--- config.mk ---
export PLATFORM = sky130hd
export DESIGN_NAME = ddr_cmd_scheduler
export DESIGN_NICKNAME = d
export VERILOG_FILES = /design/src/rtl/ddr_cmd_scheduler.sv
export SDC_FILE = /design/constraint.sdc
export NUM_CORES = 1
export LEC_CHECK = 0
export ABC_CLOCK_PERIOD_IN_PS = 5200
export CORE_UTILIZATION = 45
export CTS_CLUSTER_DIAMETER = 80
export DETAILED_ROUTE_END_ITERATION = 10
export GPL_TIMING_DRIVEN = 0
export PLACE_DENSITY = 0.62
export SLEW_MARGIN = 20
export SYNTH_ARGS = -nofsm -noshare
export SYNTH_HDL_FRONTEND = slang
export SYNTH_SLANG_ARGS = --single-unit
--- constraint.sdc ---
create_clock -name clk -period 5.2 [get_ports clk]
set_clock_uncertainty 0.05 [all_clocks]
set_input_delay 1.3 -clock clk [delete_from_list [all_inputs] [get_ports clk]]
set_output_delay 1.3 -clock clk [all_outputs]
set_load 0.05 [all_outputs]
--- src/rtl/ddr_cmd_scheduler.sv ---
`timescale 1ns/1ps
// Queued DDR5 command scheduler: buffers CPU requests in order and emits two-cycle
// ACT/RD/WR/PRE pairs under DRAM timing, with optional open-page row-hit bypass.
module ddr_cmd_scheduler #(
   parameter int QUEUE_DEPTH = 16,
   parameter int ADDR_W      = 36,
   parameter int PAGE_POLICY = 0,
   parameter int T_RCD       = 39,
   parameter int T_CAS       = 40,
   parameter int T_CWL       = 38,
   parameter int T_BURST     = 8,
   parameter int T_WR        = 72,
   parameter int T_RP        = 39,
   parameter int CNT_W       = 8
) (
   input  logic                            clk,
   input  logic                            rst,
   input  logic                            req_valid,
   output logic                            req_ready,
   input  logic [1:0]                      req_op,
   input  logic [ADDR_W-1:0]               req_addr,
   output logic                            cmd_valid,
   output logic [1:0]                      cmd_type,
   output logic                            cmd_phase,
   output logic                            cmd_channel,
   output logic [2:0]                      cmd_bg,
   output logic [1:0]                      cmd_bank,
   output logic [15:0]                     cmd_row,
   output logic [9:0]                      cmd_col,
   output logic [$clog2(QUEUE_DEPTH):0]    q_count,
   output logic                            q_full,
   output logic                            q_empty,
   output logic                            err_op
);
   localparam int PTR_W = $clog2(QUEUE_DEPTH);
   localparam int QC_W  = PTR_W + 1;
   localparam int ENT_W = 33;
   localparam logic [CNT_W-1:0] RP_C     = CNT_W'(T_RP);
   localparam logic [CNT_W-1:0] RCD_C    = CNT_W'(T_RCD);
   localparam logic [CNT_W-1:0] BURST_C  = CNT_W'(T_BURST);
   localparam logic [CNT_W-1:0] RD_PRE_C = CNT_W'(T_CAS + T_BURST);
   localparam logic [CNT_W-1:0] WR_PRE_C = CNT_W'(T_CWL + T_BURST + T_WR);
   localparam logic [1:0] C_ACT = 2'd0, C_RD = 2'd1, C_WR = 2'd2, C_PRE = 2'd3;

   typedef enum logic [3:0] {
      S_IDLE, S_PRE0, S_PRE1, S_ACT0, S_ACT1, S_CAS0, S_CAS1, S_APRE0, S_APRE1
   } state_t;

   state_t                 state_q;
   logic [ENT_W-1:0]       mem_q [QUEUE_DEPTH];
   logic [PTR_W-1:0]       wr_ptr_q, rd_ptr_q;
   logic [QC_W-1:0]        count_q, count_d;
   logic                   err_q, push, pop;
   logic [ENT_W-1:0]       req_ent, head_ent, lat_q;
   logic [5:0]             head_idx, lat_idx;
   logic                   head_open, head_row_match;
   logic [63:0]            open_q;
   logic [15:0]            row_tbl [64];
   logic [CNT_W-1:0]       cyc_act_q, cyc_cas_q, cyc_pre_q;
   logic                   last_cas_wr_q;
   logic                   act_ok, cas_ok, pre_ok;
   logic                   issue_v, issue_p, issue_act, issue_cas, issue_pre;
   logic [1:0]             issue_t;
   logic                   cmd_valid_q, cmd_phase_q, cmd_ch_q;
   logic [1:0]             cmd_type_q, cmd_bank_q;
   logic [2:0]             cmd_bg_q;
   logic [15:0]            cmd_row_q;
   logic [9:0]             cmd_col_q;
   logic                   unused_addr;

   // Entry layout: {is_write, channel, bg[2:0], bank[1:0], row[15:0], col[9:0]}
   assign req_ent     = {req_op == 2'd1, req_addr[6], req_addr[9:7], req_addr[11:10],
                         req_addr[33:18], req_addr[17:12], req_addr[5:2]};
   assign unused_addr = ^{req_addr[1:0], req_addr[ADDR_W-1:34]};

   assign q_full    = (count_q == QC_W'(QUEUE_DEPTH));
   assign q_empty   = (count_q == '0);
   assign q_count   = count_q;
   assign req_ready = !q_full;
   assign err_op    = err_q;
   assign push      = req_valid && req_ready && (req_op != 2'd3);
   assign pop       = (state_q == S_CAS1);

   always_comb begin
      count_d = count_q;
      if (push && !pop)
         count_d = count_q + 1'b1;
      else if (pop && !push)
         count_d = count_q - 1'b1;
   end

   always_ff @(posedge clk or posedge rst) begin
      if (rst) begin
         wr_ptr_q <= '0;
         rd_ptr_q <= '0;
         count_q  <= '0;
         err_q    <= 1'b0;
      end else begin
         if (push) wr_ptr_q <= wr_ptr_q + 1'b1;
         if (pop)  rd_ptr_q <= rd_ptr_q + 1'b1;
         count_q <= count_d;
         err_q   <= req_valid && req_ready && (req_op == 2'd3);
      end
   end

   always_ff @(posedge clk) begin
      if (push) mem_q[wr_ptr_q] <= req_ent;
   end

   assign head_ent       = mem_q[rd_ptr_q];
   assign head_idx       = head_ent[31:26];
   assign lat_idx        = lat_q[31:26];
   assign head_open      = open_q[head_idx];
   assign head_row_match = (row_tbl[head_idx] == head_ent[25:10]);

   assign act_ok = (cyc_pre_q >= RP_C);
   assign cas_ok = (cyc_act_q >= RCD_C) && (cyc_cas_q >= BURST_C);
   assign pre_ok = (cyc_cas_q >= (last_cas_wr_q ? WR_PRE_C : RD_PRE_C));

   always_comb begin
      issue_v = 1'b0;
      issue_p = 1'b0;
      issue_t = C_ACT;
      case (state_q)
         S_PRE0, S_APRE0: begin issue_v = pre_ok; issue_t = C_PRE; end
         S_PRE1, S_APRE1: begin issue_v = 1'b1; issue_p = 1'b1; issue_t = C_PRE; end
         S_ACT0:          begin issue_v = act_ok; issue_t = C_ACT; end
         S_ACT1:          begin issue_v = 1'b1; issue_p = 1'b1; issue_t = C_ACT; end
         S_CAS0:          begin issue_v = cas_ok; issue_t = lat_q[32] ? C_WR : C_RD; end
         S_CAS1:          begin issue_v = 1'b1; issue_p = 1'b1; issue_t = lat_q[32] ? C_WR : C_RD; end
         default:         issue_v = 1'b0;
      endcase
   end

   assign issue_act = issue_v && !issue_p && (issue_t == C_ACT);
   assign issue_cas = issue_v && !issue_p && ((issue_t == C_RD) || (issue_t == C_WR));
   assign issue_pre = issue_v && !issue_p && (issue_t == C_PRE);

   function automatic logic [CNT_W-1:0] sat_inc(input logic [CNT_W-1:0] v);
      return (v == '1) ? v : v + 1'b1;
   endfunction

   // Counters restart at 1 on the issuing edge so "value >= T" means T cycles elapsed.
   always_ff @(posedge clk or posedge rst) begin
      if (rst) begin
         cyc_act_q     <= '1;
         cyc_cas_q     <= '1;
         cyc_pre_q     <= '1;
         last_cas_wr_q <= 1'b0;
      end else begin
         cyc_act_q <= issue_act ? CNT_W'(1) : sat_inc(cyc_act_q);
         cyc_cas_q <= issue_cas ? CNT_W'(1) : sat_inc(cyc_cas_q);
         cyc_pre_q <= issue_pre ? CNT_W'(1) : sat_inc(cyc_pre_q);
         if (issue_cas) last_cas_wr_q <= lat_q[32];
      end
   end

   always_ff @(posedge clk or posedge rst) begin
      if (rst) begin
         open_q <= '0;
      end else begin
         if (issue_act) open_q[lat_idx] <= 1'b1;
         if (issue_pre) open_q[lat_idx] <= 1'b0;
      end
   end

   always_ff @(posedge clk) begin
      if (issue_act) row_tbl[lat_idx] <= lat_q[25:10];
   end

   always_ff @(posedge clk or posedge rst) begin
      if (rst) begin
         state_q     <= S_IDLE;
         lat_q       <= '0;
         cmd_valid_q <= 1'b0;
         cmd_type_q  <= 2'd0;
         cmd_phase_q <= 1'b0;
         cmd_ch_q    <= 1'b0;
         cmd_bg_q    <= 3'd0;
         cmd_bank_q  <= 2'd0;
         cmd_row_q   <= 16'd0;
         cmd_col_q   <= 10'd0;
      end else begin
         cmd_valid_q <= issue_v;
         cmd_type_q  <= issue_v ? issue_t : 2'd0;
         cmd_phase_q <= issue_p;
         cmd_ch_q    <= issue_v ? lat_q[31] : 1'b0;
         cmd_bg_q    <= issue_v ? lat_q[30:28] : 3'd0;
         cmd_bank_q  <= issue_v ? lat_q[27:26] : 2'd0;
         cmd_row_q   <= (issue_v && issue_t == C_ACT) ? lat_q[25:10] : 16'd0;
         cmd_col_q   <= (issue_v && (issue_t == C_RD || issue_t == C_WR)) ? lat_q[9:0] : 10'd0;
         case (state_q)
            S_IDLE: begin
               if (!q_empty) begin
                  lat_q <= head_ent;
                  if (PAGE_POLICY != 0 && head_open)
                     state_q <= head_row_match ? S_CAS0 : S_PRE0;
                  else
                     state_q <= S_ACT0;
               end
            end
            S_PRE0:  if (issue_v) state_q <= S_PRE1;
            S_PRE1:  state_q <= S_ACT0;
            S_ACT0:  if (issue_v) state_q <= S_ACT1;
            S_ACT1:  state_q <= S_CAS0;
            S_CAS0:  if (issue_v) state_q <= S_CAS1;
            S_CAS1:  state_q <= (PAGE_POLICY != 0) ? S_IDLE : S_APRE0;
            S_APRE0: if (issue_v) state_q <= S_APRE1;
            S_APRE1: state_q <= S_IDLE;
            default: state_q <= S_IDLE;
         endcase
      end
   end

   assign cmd_valid   = cmd_valid_q;
   assign cmd_type    = cmd_type_q;
   assign cmd_phase   = cmd_phase_q;
   assign cmd_channel = cmd_ch_q;
   assign cmd_bg      = cmd_bg_q;
   assign cmd_bank    = cmd_bank_q;
   assign cmd_row     = cmd_row_q;
   assign cmd_col     = cmd_col_q;
endmodule

* After elaboration in Yosys (flattened, before gate mapping)
Memory sizes are Yosys's and may differ from the RTL's. A register that Yosys moved wholly into a read port is not among the register bits. Index checks and enable logic that the tools add are counted.
Cells by class: mux-type cells 27, eq/ne operators 26, bitwise logic cells 1, reductions and logical operators 27, add/sub/neg operators 7, order comparisons 4
Operators with widths (number):
- 2-to-1 mux 8 bit | 6
- one-hot mux 4 bit (8 select lines) | 1
- adder 8 x 1 -> 8 bit (second input constant) | 3
- == test 8 bit (second input constant) | 3
- 2-to-1 mux 4 bit | 5
- inequality test 2 bit (second input constant) | 9
- == test 4 x 3 -> 1 bit (second input constant) | 4
- greater-or-equal comparator 8 x 6 -> 1 bit (second input constant) | 2
- 2-to-1 mux 16 bit | 1
- logical AND 1 bit | 12
- 2-to-1 mux 10 bit | 1
- 2-to-1 mux 5 bit | 2
- adder 4 x 1 -> 4 bit (second input constant) | 2
- == test 4 x 2 -> 1 bit (second input constant) | 2
- greater-or-equal comparator 8 x 4 -> 1 bit (second input constant) | 1
- greater-or-equal comparator 8 x 7 -> 1 bit | 1
- OR reduction 4 bit | 2
- 2-to-1 mux 7 bit | 1
- == test 2 bit (second input constant) | 3
- 2-to-1 mux 2 bit | 3
- adder 5 x 1 -> 5 bit (second input constant) | 1
- == test 5 bit (second input constant) | 1
- logical NOT 5 bit | 1
- AND reduction 5 bit | 1
- 16 further kinds | 24
Storage, ports and cells: output and inout port bits 45, word-level logic and storage cells 110, register bits after elaboration 79, input port bits 41, bits in writable memories 528, memories kept 1
Memory list:
- mem_q | words 16, bits a word 33, rd ports 1, clocked after memory_dff 1, wr ports 1, RTL line 50 | logic [ENT_W-1:0] mem_q [QUEUE_DEPTH];

* Logic depth before layout (Yosys ltp)
depth in word-level cells 8, depth in mapped cells 12, depth with buffers taken out 12

* Worst setup path before layout
OpenSTA, ideal clock, no wires.
kind reg-to-reg, start point reg count_q[0] (netlist: q_count[0]), end point mem mem_q[0][0] (enable), required time 4.643 ns, buffers on the path 0, setup time 0.507 ns, arrival time 4.799 ns, slack -0.156 ns, period minus slack after synthesis 5.356 ns, cell stages (with the launch flop) 5, cells stage by stage dfrtp_1 > nor4_1 > nand2_1 > nand3_1 > nor4_1
On the way: word-level cells in the longest chain between the ends 6
Ends and longest elaborated chain:
- from (decl) | RTL line 52 | logic [QC_W-1:0] count_q, count_d;
- from (signal assigned) | RTL line 101 | count_q <= count_d;
- == test 5 bit | RTL line 76 | assign q_full = (count_q == QC_W'(QUEUE_DEPTH));
- logical NOT 1 bit | RTL line 79 | assign req_ready = !q_full;
- via req_ready | RTL line 19 | output logic req_ready,
- logical AND 1 bit (2 in a row) | RTL line 81 | assign push = req_valid && req_ready && (req_op != 2'd3);
- 2-to-1 mux 1 bit | RTL line 107 | if (push) mem_q[wr_ptr_q] <= req_ent;
- 2-to-1 mux 1 bit (not written as such) | RTL line 107
- to (decl) | RTL line 50
The timed path passes the listed nets, and every way through them passes these cells.

* Worst setup path after layout
start point reg count_q[0] (netlist: q_count[0]), end point out q_empty
On the way: word-level cells in the longest chain between the ends 1
Ends and longest elaborated chain:
- logical NOT 5 bit | RTL line 77 | assign q_empty = (count_q == '0);
- to (decl) | RTL line 32 | output logic q_empty,
Every way passes these cells.

==> impl_metrics.ini <==
[min_path]
hold_path.class = reg -> reg

[synth]
ys_top_cells_by_area = edfxtp_1 (64%), mux4_2 (15%), dfrtp_1 (8.9%)
synth_seq_cells = 640
syn-mean-instance-area_sq_um = 21.3
synth_ff_type = edfxtp_1
yosys_warnings = 0
synth_top_area_frac = 0.639
syn_inst = 1166
synthDistinctLibCells = 49
syn_nets = 1226
ys_seq_area_frac = 0.753
syn_area_sq_mm = 0.0248
async_reset_ff_frac = 0.175
synth_edf_count = 528
synth_area_leader_cell = edfxtp_1

[die]
pin_count = 86
die_h_um = 237
die_x_um = 237
rows = 85
start_util = 0.459
core_sq_mm = 0.0541
die-area_sq_mm = 0.0561

[timing]
worst_pin_slew_ns = 1.01
rsz0062_at_grt = false
finalCriticalPeriod_ns = 4.02
relSlewSlack = 0.326
min_period_over_period = 0.774
setup_viol = 0
hold_viol = 0
max_freq_ghz = 0.249
slew_viol_final = 0

[pwr]
total_power_uw = 11600
peakVddDrop_uv = 213
p_clk_frac = 0.399
p_per_area_mw_per_mm2 = 394
p_seq_frac = 0.517
p_switching_uw = 2650
swShare = 0.229
p_leak_uw = 0.00994
p_int_uw = 8940
comb_power_share = 0.084

[final_layout]
fillCellCount = 4107
n_antenna_cell = 0
final_nets = 1441
area_growth_pct = 18.4
utilization = 0.543
drive_gt1_frac = 0.307

[grt]
grt_max_degree = 92
grt.overflow.total = 0
grt_pass1_wl_mm = 82.6
track_usage = 0.205
grt_pass1_vias = 12400
antenna_found_initial = 2

[status]
status = finished clean

[worst_setup_path]
endpoint_kind = output pin
critPathKind = reg -> out
cp-start-kind = register
arrival_ns = 2.67
cp_max_fo = 5
required_ns = 3.85

[clock_tree]
cts_setup_buffers = 0
cts-buffers-inserted = 66
cts_tree = built
numClockSinks = 640
clk_pin_slew_ns = 0.06
cts-resized-gates = 0
holdBufCountCts = 0
clockBufferDepth = 3
insertion_delay_ns = 0.59
htreeDepth = 3
root_buffer = clkbuf_16

[route]
antenna_left = 0
avgRoutedWirePerCell_um = 26.1
drt_iter0_markers = 1252
num_vias = 12200
drc_errors = 0
wirelength_mm = 55.5
dr.pass1.iters = 8
routed_via_density = 5.73

[placement]
gp_congestion = 0.778
hpwl_mm = 35.6
portBuffers = 81

[run]
maxCapViolCount = 0
## path summary, 6_finish.rpt
check	slack (ns)	from	cells past startpoint	end
setup / recovery	1.18	q_count[0]	3	q_empty
hold / removal	0.42	lat_q[26]	1	cmd_bank[0]
setup reg to reg	1.90	rd_ptr_q[1]	6	lat_q[29]
hold reg to reg	0.42	lat_q[26]	1	cmd_bank[0]
max in group asynchronous	3.28	rst	3	cmd_row[11]
min in group asynchronous	1.01	rst	2	cmd_valid
## cells in the final DEF, fill, tap and decap left out, types with 10 or more instances in the layout
master | netlist | routed
edfxtp_1 | 528 | 528
and2_1 | 14 | 10
dfrtp_1 | 88 | 88
dfstp_2 | 24 | 24
buf_4 | 2 | 25
clkbuf_1 | 25 | 37
nand2_1 | 23 | 23
clkdlybuf4s50_1 | 0 | 81
ha_1 | 18 | 18
nand3_1 | 17 | 17
mux2_2 | 35 | 35
clkbuf_16 | 0 | 68
mux4_2 | 165 | 165
a21oi_1 | 10 | 10
nor2_1 | 32 | 28
and3_1 | 36 | 36
buf_2 | 17 | 44
inv_1 | 21 | 20
xnor2_1 | 16 | 16
## cell usage after synthesis (2+ instances only)
master	instances
and2_1	14
a21oi_1	10
a31oi_1	6
ha_1	18
nor2_1	32
a211o_1	3
clkbuf_1	25
mux2_2	35
inv_1	21
dfstp_2	24
buf_2	17
buf_8	3
xor2_1	7
buf_4	2
nand3b_1	2
nand2_1	23
nor3_1	10
a311oi_1	2
a21o_1	2
nand2b_1	5
buf_1	6
nor3b_1	2
edfxtp_1	528
nand4_1	4
o21ai_0	5
a211oi_1	5
mux2i_1	2
buf_6	5
and3_1	36
nand3_1	17
o211a_1	2
nor2b_1	5
xnor2_1	16
mux4_2	165
dfrtp_1	88
nor4_1	6
## layer usage
layer | global-route usage | vias to the layer above | part of all wire
li1 | - | 5188 | -
met1 | 0.298 | 6548 | 0.44
met2 | 0.322 | 363 | 0.48
met3 | 0.0403 | 80 | 0.059
met4 | 0.0508 | 4 | 0.018
met5 | 0 | - | 0.00041
## power groups by stage
stage | combinational (uW) | clock [uW] | sequential [uW]
after global routing | 1040 | 4900 | 6020
final | 968 | 4630 | 6000
after global placement | 807 | 0 | 6140
after CTS | 985 | 4720 | 6000
after detailed placement | 982 | 0 | 6100
after floorplan | 418 | 0 | 6170
## cell families after synthesis
kind of cell,count (synthesis),synth area share
buf+inv,80,0.0168
xor+xnor,23,0.00812
simple gates,160,0.0342
fa+ha+maj,19,0.00988
compound gates,41,0.0112
mux,203,0.167
flops,640,0.753
## sequential cells by signal (all words and copies together), names as in the netlist, 5 cells and up
name,cells
mem_q,528
lat_q,33
cmd_row,16
cmd_col,10
cyc_act_q,8
cyc_cas_q,8
cyc_pre_q,8
q_count,5
## stage by stage
stage | instance area [sq um] | TNS, ns | instances | hold WS, ns | setup WS, ns
after detailed placement | 27300 | 0 | 2009 | 0.414 | 0.691
after CTS | 29400 | 0 | 2127 | 0.427 | 1.16
final | 29400 | 0 | 2127 | 0.424 | 1.18
after floorplan | 24800 | -20.57 | 1166 | 0.397 | -0.156
after global placement | 26500 | -1458.26 | 1943 | 0.416 | -5.71
after global routing | 29400 | 0 | 2127 | 0.441 | 1.01
## worst max-delay path, cell delays in order (launching register included)
cell and delay [ns]:
dfrtp_1 0.45, nor4_1 0.35, nor2b_1 0.41, clkdlybuf4s50_1 0.89
## cell type report
cell class,instances,area (sq um),area share
Buffer,59,340,0.0116
Multi-Input combinational cell,446,5800,0.197
Timing Repair Buffer,147,1480,0.0504
Sequential cell,640,18700,0.636
Clock inverter,28,254,0.00864
Clock buffer,90,1870,0.0638
Inverter,21,86.3,0.00294
Tap cell,696,871,0.0296
(Power assumes the default switching activity.)
